===== src/rtl/seg7_scan_driver.sv =====
`default_nettype none
// ============================================================================
// Module      : seg7_scan_driver
// Description : 4-digit multiplexed 7-segment scan driver with valid/ready
//               input, double-buffered value (commit at frame boundary),
//               per-digit blanking, leading-zero suppression and dead time
//               at the start of each digit slot.
// Revision    : 1.0 - initial release
// ============================================================================
module seg7_scan_driver #(
  parameter int CLKS_PER_DIGIT = 50000,
  parameter int DEAD_CYCLES    = 64,
  parameter bit SEG_ACTIVE_LOW = 1'b1
) (
  input  logic        i_clk,
  input  logic        i_nReset,
  input  logic        i_valid,
  output logic        o_ready,
  input  logic [15:0] i_value,
  input  logic [3:0]  i_blank,
  input  logic        i_lzs,
  output logic [6:0]  o_seg7,
  output logic [3:0]  o_seg7_nSel,
  output logic        o_frame
);

  localparam int               c_CNT_W   = (CLKS_PER_DIGIT > 1) ? $clog2(CLKS_PER_DIGIT) : 1;
  localparam logic [c_CNT_W-1:0] c_CNT_MAX = c_CNT_W'(CLKS_PER_DIGIT - 1);
  localparam logic [c_CNT_W-1:0] c_DEAD    = c_CNT_W'(DEAD_CYCLES);
  localparam logic [6:0]       c_SEG_OFF = SEG_ACTIVE_LOW ? 7'h7F : 7'h00;

  // Scan position
  logic [c_CNT_W-1:0] cnt_q, cnt_d;
  logic [1:0]         digit_q, digit_d;

  // Shadow (pending) buffer
  logic [15:0] shd_val_q, shd_val_d;
  logic [3:0]  shd_blank_q, shd_blank_d;
  logic        shd_lzs_q, shd_lzs_d;
  logic        shd_full_q, shd_full_d;

  // Active (displayed) buffer
  logic [15:0] act_val_q, act_val_d;
  logic [3:0]  act_blank_q, act_blank_d;
  logic        act_lzs_q, act_lzs_d;

  // Registered pins
  logic [6:0] seg_q, seg_d;
  logic [3:0] nsel_q, nsel_d;
  logic       frame_q, frame_d;

  logic       w_wrap;
  logic       w_boundary;
  logic       w_accept;
  logic [3:0] w_nib;
  logic [3:0] w_supp;
  logic [3:0] w_dark;
  logic       w_lit;
  logic [6:0] w_code;

  assign w_wrap     = (cnt_q == c_CNT_MAX);
  assign w_boundary = w_wrap && (digit_q == 2'd3);
  assign w_accept   = i_valid && !shd_full_q;

  // Slot counter and digit index advance
  always_comb begin
    cnt_d   = cnt_q + 1'b1;
    digit_d = digit_q;
    if (w_wrap) begin
      cnt_d   = '0;
      digit_d = digit_q + 2'd1;
    end
  end

  // Shadow capture on handshake, shadow-to-active commit at frame boundary.
  // Accept needs an empty shadow and commit needs a full one, so they never
  // collide; a value accepted on a boundary edge waits for the next boundary.
  always_comb begin
    shd_val_d   = shd_val_q;
    shd_blank_d = shd_blank_q;
    shd_lzs_d   = shd_lzs_q;
    shd_full_d  = shd_full_q;
    act_val_d   = act_val_q;
    act_blank_d = act_blank_q;
    act_lzs_d   = act_lzs_q;
    if (w_boundary && shd_full_q) begin
      act_val_d   = shd_val_q;
      act_blank_d = shd_blank_q;
      act_lzs_d   = shd_lzs_q;
      shd_full_d  = 1'b0;
    end
    if (w_accept) begin
      shd_val_d   = i_value;
      shd_blank_d = i_blank;
      shd_lzs_d   = i_lzs;
      shd_full_d  = 1'b1;
    end
  end

  // Nibble select, dark-digit mask (blank or leading-zero) and hex decode
  always_comb begin
    w_nib = 4'h0;
    case (digit_q)
      2'd0:    w_nib = act_val_q[3:0];
      2'd1:    w_nib = act_val_q[7:4];
      2'd2:    w_nib = act_val_q[11:8];
      default: w_nib = act_val_q[15:12];
    endcase
    w_supp[3] = act_lzs_q && (act_val_q[15:12] == 4'h0);
    w_supp[2] = w_supp[3] && (act_val_q[11:8] == 4'h0);
    w_supp[1] = w_supp[2] && (act_val_q[7:4] == 4'h0);
    w_supp[0] = 1'b0;
    w_dark    = act_blank_q | w_supp;
    w_lit     = (cnt_q >= c_DEAD) && !w_dark[digit_q];
    w_code    = 7'h00;
    case (w_nib)
      4'h0: w_code = 7'h3F;
      4'h1: w_code = 7'h06;
      4'h2: w_code = 7'h5B;
      4'h3: w_code = 7'h4F;
      4'h4: w_code = 7'h66;
      4'h5: w_code = 7'h6D;
      4'h6: w_code = 7'h7D;
      4'h7: w_code = 7'h07;
      4'h8: w_code = 7'h7F;
      4'h9: w_code = 7'h6F;
      4'hA: w_code = 7'h77;
      4'hB: w_code = 7'h7C;
      4'hC: w_code = 7'h39;
      4'hD: w_code = 7'h5E;
      4'hE: w_code = 7'h79;
      default: w_code = 7'h71;
    endcase
  end

  // Next pin values derived from the current scan position
  always_comb begin
    seg_d   = c_SEG_OFF;
    nsel_d  = 4'b1111;
    frame_d = w_boundary;
    if (w_lit) begin
      seg_d           = SEG_ACTIVE_LOW ? ~w_code : w_code;
      nsel_d[digit_q] = 1'b0;
    end
  end

  // State and output registers with synchronous active-low reset
  always_ff @(posedge i_clk) begin
    if (!i_nReset) begin
      cnt_q       <= '0;
      digit_q     <= 2'd0;
      shd_val_q   <= 16'h0000;
      shd_blank_q <= 4'b0000;
      shd_lzs_q   <= 1'b0;
      shd_full_q  <= 1'b0;
      act_val_q   <= 16'h0000;
      act_blank_q <= 4'b1111;
      act_lzs_q   <= 1'b0;
      seg_q       <= c_SEG_OFF;
      nsel_q      <= 4'b1111;
      frame_q     <= 1'b0;
    end else begin
      cnt_q       <= cnt_d;
      digit_q     <= digit_d;
      shd_val_q   <= shd_val_d;
      shd_blank_q <= shd_blank_d;
      shd_lzs_q   <= shd_lzs_d;
      shd_full_q  <= shd_full_d;
      act_val_q   <= act_val_d;
      act_blank_q <= act_blank_d;
      act_lzs_q   <= act_lzs_d;
      seg_q       <= seg_d;
      nsel_q      <= nsel_d;
      frame_q     <= frame_d;
    end
  end

  assign o_ready     = !shd_full_q;
  assign o_seg7      = seg_q;
  assign o_seg7_nSel = nsel_q;
  assign o_frame     = frame_q;

endmodule
`default_nettype wire


===== config.mk =====
export PLATFORM = sky130hd
export DESIGN_NAME = seg7_scan_driver
export DESIGN_NICKNAME = d
export VERILOG_FILES = /design/src/rtl/seg7_scan_driver.sv
export SDC_FILE = /design/constraint.sdc
export NUM_CORES = 1
export LEC_CHECK = 0
export BUFFER_PORTS_ARGS = -buffer_cell sky130_fd_sc_hd__clkbuf_2
export CAP_MARGIN = 20
export CORE_ASPECT_RATIO = 2
export CORE_MARGIN = 2
export CORE_UTILIZATION = 45
export DETAILED_ROUTE_END_ITERATION = 12
export MAX_ROUTING_LAYER = met4
export PLACE_DENSITY = 0.7
export RECOVER_POWER = 100
export SLEW_MARGIN = 20
export SYNTH_ARGS = -nofsm -noshare
export SYNTH_HDL_FRONTEND = slang
export SYNTH_SLANG_ARGS = --single-unit

===== constraint.sdc =====
create_clock -name i_clk -period 2.04 [get_ports i_clk]
set_input_delay 0.204 -clock i_clk [delete_from_list [all_inputs] [get_ports i_clk]]
set_output_delay 0.204 -clock i_clk [all_outputs]
set_load 0.05 [all_outputs]

Yosys cells after proc, flatten, opt, wreduce, memory -nomap -nowiden

Memories as Yosys holds them, arrays and structs flattened.
Index checks and enable logic that the tools add are counted.

$add $sub $neg: 2
Multiply operators: 0
Div/mod/pow operators: 0
Order comparisons: 3
Eq/ne operators: 4
Shift-type cells: 0
Multiplexer cells: 7
Bitwise gates (word level): 4
Reductions and logical operators: 17

Operators by type and width:

| cell                  | count |
|---|---|
| $add 16x1->16 const B | 1 |
| $eq 16x16->1 const B  | 1 |
| $ge 16x7->1 const B   | 1 |
| $logic_not 4->1       | 3 |
| $pmux 4 s3            | 1 |
| $logic_and 1x1->1     | 8 |
| $not 7->7             | 1 |
| $eq 2x2->1 const B    | 2 |
| $mux 1                | 4 |
| $not 4->4             | 1 |
| $or 4x4->4            | 1 |
| $lt 2x3->1 const B    | 1 |
| $add 2x1->2 const B   | 1 |
| $bmux 1 s2            | 1 |
| $demux 1 s2           | 1 |
| $eq 2x1->1 const B    | 1 |
| $ge 2x1->1 const B    | 1 |
| $logic_not 1->1       | 2 |
| $logic_not 2->1       | 1 |
| $reduce_and 2->1      | 1 |
| $reduce_bool 2->1     | 1 |
| $reduce_or 2->1       | 1 |
| $not 1->1             | 1 |

Register bits after elaboration: 73
Bits in latches: 0
RAM bits: 0
Bits in read-only memories: 112
Input bits: 24
Memories: 1

Memory list:

| memory           | words | bits a word | rd ports | clocked after memory_dff | wr ports | line | text |
|---|---|---|---|---|---|---|---|
| (name not given) | 16    | 7           | 1        | 0                        | 0        | 116  | `case (w_nib)` |

Logic depth before layout (Yosys ltp)

Gate-level depths: netlist (run 1).

Depth after elaboration: 10
Gate-level depth with buffers: 10

Least setup slack after synthesis (run 1)

OpenSTA, ideal clock, no wires.

Path type: flip-flop to flip-flop
Start: register digit_q[0]
End: register seg_q[6], in the netlist o_seg7[6]
Setup time: 0.142 ns
Data arrival time: 2.107 ns
Required time: 1.898 ns
Slack: -0.209 ns
Cell stages (with the launch flop): 11
Buffers on the path: 0
Cells stage by stage: dfxtp_1 -> inv_1 -> ha_1 -> a22oi_1 -> nand2_1 -> mux2i_1 -> inv_1 -> ha_1 -> nor2b_1 -> a21oi_1 -> o221ai_1

Longest elaborated chain between the ends: 5
Elaborated cells on any way between the ends: 11

RTL lines:

| item                                                                 | line | text |
|---|---|---|
| start: declaration                                                   | 34   | `logic [1:0] digit_q, digit_d;` |
| start signal: assignment                                             | 164  | `digit_q <= digit_d;` |
| parallel branches: the longest is 5 deep, another holds $mem_v2 16x7 | --   |  |
| end signal: assignment                                               | 159  | `seg_q <= c_SEG_OFF;` |
| end signal: assignment                                               | 172  | `seg_q <= seg_d;` |
| end: declaration                                                     | 48   | `logic [6:0] seg_q, seg_d;` |

Several ways; the timed one is not identified. The select of a mux whose other input is x is not followed.
A chain may end at the register's enable or synchronous reset.

Worst setup path after layout (run 1)

Start: register digit_q[0]
End: register seg_q[3], in the netlist o_seg7[3]

Same word-level chain as after synthesis.

==> metrics.txt, run 1 <==
Die Y 123 um; Cells after Synth 337; Post-CTS Hold Fix Bufs 0; initial core utilization 46.3%; DP Area 3530 um2; clock sink count 73; most common flop cell mapped by yosys dfxtp_1; non-filler cells, final 482; Synth area leader dfxtp_1; final worst-path cycle share 96.8%; H-tree depth 3; CP max FO 6; worst setup margin 0.0654 ns; Max Cap Violations 0; final net count 424; gpl congestion 0.836; Seq cells post-synth 73; Pleak 1.68 nW; Cell Area, Synth 3190 um2; min Tclk post-route 1.97 ns; hold path startpoint i_value[8]; Clock Latency Late Sink 0.33 ns; # setup viols final 0; # placed instances 464; Syn Area/Cell 9.47 um2; crit path launch type flip-flop; met2 Usage GRT 36.9%; Pre-Repair DR Iteration Count 5; critical path capture point type flip-flop; Final TNS setup 0 ns; initial antenna violation count 0; via count 2491; Slew @ Worst Pin 0.945 ns; most used cell, CP buf_4; Die W 63.6 um; M3 GR Usage 4.19%; Pwr per Cell Area 887 nW/um2; Post-DRT Antenna Nets 0; hold endpoint shd_val_q[8]; DP Wirelength 4930 um; most used routing layer met2; RSZ-0062 raised after global routing yes; Worst path max stage delay 0.36 ns; DRT Wirelength 6700 um; Crit-path slowest cell dfxtp_4; total gr overflow 0; vias in the first global route 2496; most frequent cells in the layout dfxtp_1, nand2_1, mux2i_1; share of cells above drive strength 1 19.9%; maximum VDD drop 626 uV; outcome finished clean; Slew HR 37.0%; crit path cell chain buf_4, ha_1, buf_4, mux2i_4, buf_4, ha_1, nand2b_1, a22o_1, nand2_1; fmax 506 MHz; top cell type's share of synthesized area 45.8%; Final Max Slew Viols 0; asr flop ratio synth 0%; Req. time, crit path 2.27 ns; WP data arrival 2.20 ns; synth top area cells dfxtp_1, mux2i_1, nand2_1; Syn Nets 374; DRT iter0 DRCs 63; FP Rows 43; post-layout util 57.4%; first-pass GRT wire length 11200 um; CTS tree built; Port Buffer Count 36; pin count of the biggest net entering global routing 28; Storage cell area 1470 um2; number of fill cells 672; met1 Use GR 17.7%; setup slack, reg-to-reg 0.07 ns; min-delay worst type in -> reg; multi-input logic area 1660 um2; GRT Total Usage 19.3%; Layout area overhead 23.8%; synth unique cells 44; clk slew on worst S/H paths 0.06 ns; clk buf depth 2; cell depth of the worst flop-to-flop path 9; most common cell after layout, fill and taps aside dfxtp_1; Seq/Total Area, Yosys 45.8%; Critical R2R Launch digit_q[0]; R2R Path End o_seg7[3]; number of enable flip-flop cells after synthesis 0; Core ar. 6890 um2; I/O pins 37; final instance area 3950 um2; skew final 0.00477 ns; antenna cells 0; Yosys warnings 0; Vias/cell 5.17; crit path kind reg -> reg; DR DRC count 0; die footprint 7820 um2; wire per inst 13.9 um; CTS buffer count 9; pre-CTS setup slack -0.0462 ns; Hold Crit Depth 3; Final Hold Viols 0; CTS Root Cell clkbuf_16
metrics by stage:
step	hold slack, ns	power (W)
after global placement	0.441	0.00162
final	0.0995	0.00351
after global routing	0.107	0.00361
after floorplan	0.342	0.00158
after detailed placement	0.445	0.00163
after CTS	0.0933	0.00354
per-layer routing:
layer	vias to the layer above	wire, um
met2	48	3900
li1	1247	-
met5	-	0
met4	0	125
met1	1187	2450
met3	9	224
cells by family (layout without fill, tap and decap cells):
logic type | after synthesis | in the layout | synth area share [%]
and+or+nand+nor | 135 | 135 | 20.8
DFF | 73 | 73 | 45.8
AOI/OAI and AO/OA | 44 | 44 | 10.7
muxes | 29 | 29 | 9.13
buffers and inverters | 28 | 83 | 4.39
xor gates and xnor gates | 15 | 15 | 4.12
adders and majority gates | 13 | 13 | 5.10
state kept, by name, indices dropped and copies added (netlist names):
signal       count
cnt_q           16
o_seg7           7
digit_q          2
o_seg7_nSel      4
shd_full_q       1
act_val_q       16
shd_blank_q      4
shd_val_q       16
o_frame          1
act_blank_q      4
act_lzs_q        1
shd_lzs_q        1
how the worst max path moves through the flow:
| stage | startpoint | endpoint | slack (ns) | depth (start not counted) |
|---|---|---|---|---|
| CTS | digit_q[0] | o_seg7[5] | 0.004 | 8 |
| detailed placement | digit_q[0] | o_seg7[5] | -0.05 | 8 |
| finish | digit_q[0] | o_seg7[3] | 0.07 | 9 |
| global placement | digit_q[0] | o_seg7[3] | 0.06 | 9 |
| floorplan | digit_q[1] | o_seg7[3] | -0.002 | 8 |
| global route | cnt_q[0] | act_blank_q[0] | -0.03 | 7 |
repair_timing:
action,4_1_cts,5_1_grt
buffers inserted,1,1
gates resized for setup,3,19
pin swaps,1,6
endpoints found under the setup margin,4,7
critical path: cells and delay by family (launching register included):
kind | cells | cell delay (ns)
compound gates | 1 | 0.14
mux | 1 | 0.19
flops | 1 | 0.36
simple gates | 2 | 0.15
fa+ha+maj | 2 | 0.54
buf+inv | 3 | 0.51
Yosys cell counts (9+ instances only):
cell,count
nand2_1,64
mux2i_1,28
nor2b_1,19
dfxtp_1,73
a21boi_0,22
inv_1,13
xor2_1,10
ha_1,13
nor2_1,19
clkbuf_1,9
where the power goes:
group	internal (W)	switching, W	total, W
Sequential	0.00145	0.0000192	0.00147
Clock	0.00132	0.000596	0.00191
Combinational	0.0000529	0.0000646	0.000118
area by class of cell:
class | count | area share (%)
Tap cell | 90 | 2.85
Multi-Input combinational cell | 236 | 42.1
Inverter | 13 | 1.30
Sequential cell | 73 | 37.1
Clock buffer | 9 | 5.70
Clock inverter | 7 | 3.58
Timing Repair Buffer | 54 | 7.41
Power figures use the tool's default switching activity.
==> run 2: changes to the inputs <==
- REMOVE_ABC_BUFFERS: not set -> 1
==> metrics.txt, run 2 (synthesis results as in run 1) <==
outcome finished clean (unchanged); Slew @ Worst Pin 0.980 ns (was 0.945 ns); share of cells above drive strength 1 19.2% (was 19.9%); H-tree depth 3 (unchanged); CTS Root Cell clkbuf_16 (unchanged); DP Area 3550 um2 (was 3530 um2); Core ar. 6890 um2 (unchanged); clock sink count 73 (unchanged); Pint 0.00264 W (was 0.00283 W); pin count of the biggest net entering global routing 50 (was 28); final instance area 3960 um2 (was 3950 um2); Pre-Repair DR Iteration Count 4 (was 5); Post-DRT Antenna Nets 0 (unchanged); gpl congestion 0.859 (was 0.836); # placed instances 466 (was 464); combinational share of power 3.5% (was 3.4%); Vias/cell 5.13 (was 5.17); Die W 63.6 um (unchanged); I/O pins 37 (unchanged); post-layout util 57.4% (about the same); min-delay worst type in -> reg (unchanged); Port Buffer Count 36 (unchanged); via count 2487 (was 2491); fmax 505 MHz (was 506 MHz); antenna cells 0 (unchanged); Clock Latency Late Sink 0.33 ns (about the same); Clk pwr share 51.4% (was 54.6%); crit path kind reg -> reg (unchanged); crit path launch type flip-flop (unchanged); Switch Pwr 0.000624 W (was 0.000680 W); initial antenna violation count 0 (unchanged); Final Max Slew Viols 0 (unchanged); Pwr per Cell Area 826 nW/um2 (was 887 nW/um2); maximum VDD drop 606 uV (was 626 uV); FP Rows 43 (unchanged); min Tclk post-route 1.98 ns (was 1.97 ns); Final TNS setup 0 ns (unchanged); DP Wirelength 4940 um (was 4930 um); first-pass GRT wire length 10900 um (was 11200 um); vias in the first global route 2461 (was 2496); wire per inst 13.8 um (was 13.9 um); Post-CTS Hold Fix Bufs 0 (unchanged); CTS tree built (unchanged); WP data arrival 2.19 ns (was 2.20 ns); Req. time, crit path 2.25 ns (was 2.27 ns); cell depth of the worst flop-to-flop path 9 (unchanged); total gr overflow 0 (unchanged); final hold slack 0.109 ns (was 0.0995 ns); Max Cap Violations 0 (unchanged); DR DRC count 0 (unchanged); DRT Wirelength 6680 um (was 6700 um); non-filler cells, final 485 (was 482); switch share 19.1% (was 19.4%); Slew HR 34.7% (was 37.0%); # setup viols final 0 (unchanged); most common cell after layout, fill and taps aside dfxtp_1 (unchanged); GRT Total Usage 18.7% (was 19.3%); Seq pwr share 45.1% (was 42.0%); CTS buffer count 9 (unchanged); skew final 0.00639 ns (was 0.00477 ns); clk slew on worst S/H paths 0.05 ns (was 0.06 ns); clk buf depth 2 (unchanged); Hold Crit Depth 3 (unchanged); die footprint 7820 um2 (unchanged); critical path capture point type flip-flop (unchanged); initial core utilization 46.3% (unchanged); Layout area overhead 23.9% (was 23.8%); most frequent cells in the layout dfxtp_1, nand2_1, mux2i_1 (unchanged); CP max FO 7 (was 6); final net count 427 (was 424); Pleak 1.68 nW (about the same); RSZ-0062 raised after global routing yes (unchanged); final worst-path cycle share 97.1% (was 96.8%); DRT iter0 DRCs 71 (was 63); Regs by FF count act_val_q: 16 flops, cnt_q: 16 flops, shd_val_q: 16 flops (unchanged); Final Hold Viols 0 (unchanged); Die Y 123 um (unchanged)
run 2: what timing repair did:
| item | 4_1_cts | 5_1_grt |
|---|---|---|
| gates resized for setup | 7 | 23 |
| setup buffers | 0 | 3 |
| endpoints found under the setup margin | 5 | 7 |
| pin swaps | 2 | 6 |
run 2: cell type report:
type / instances / area (um2)
Clock buffer: 14 / 264
Clock inverter: 2 / 60.1
Fill cell: 661 / 2930
Inverter: 13 / 56.3
Multi-Input combinational cell: 236 / 1670
Sequential cell: 73 / 1470
Tap cell: 90 / 113
Timing Repair Buffer: 57 / 322
run 2: stage by stage:
| stage | total power (W) | setup slack (ns) |
|---|---|---|
| floorplan | 0.00156 | -0.263 |
| global placement | 0.00163 | 0.0441 |
| detailed placement | 0.00163 | -0.0660 |
| CTS | 0.00332 | 0.0107 |
| global route | 0.00339 | -0.0659 |
| finish | 0.00327 | 0.0596 |
run 2: power by group through the flow:
stage | registers (W) | clock network [W] | logic [W]
after detailed placement | 0.00151 | 0 | 0.000123
after global routing | 0.00148 | 0.00178 | 0.000134
final | 0.00147 | 0.00168 | 0.000116
after CTS | 0.00148 | 0.00172 | 0.000124
after global placement | 0.00151 | 0 | 0.000121
after floorplan | 0.00150 | 0 | 0.0000621
run 2: worst paths after layout:
path / from / to / slack [ns]
setup / recovery: digit_q[0] / o_seg7[0] / 0.06
hold / removal: i_value[9] / shd_val_q[9] / 0.11
setup reg to reg: digit_q[0] / o_seg7[0] / 0.06
hold reg to reg: shd_val_q[10] / shd_val_q[10] / 0.46
run 2: critical path, stage by stage (launching register included):
cell,delay (ns)
dfxtp_4,0.36
buf_6,0.12
ha_4,0.16
buf_4,0.12
buf_4,0.13
a222oi_1,0.33
mux2_4,0.28
nand2b_1,0.13
a21oi_2,0.16
o21ai_1,0.08
run 2: per-layer routing:
metal / GRT usage, % / part of all wire (%) / vias to the layer above
li1: - / - / 1245
met1: 17.0 / 35 / 1180
met2: 35.8 / 59 / 48
met3: 4.55 / 3.6 / 14
met4: 8.56 / 2.2 / 0
met5: - / 0 / -
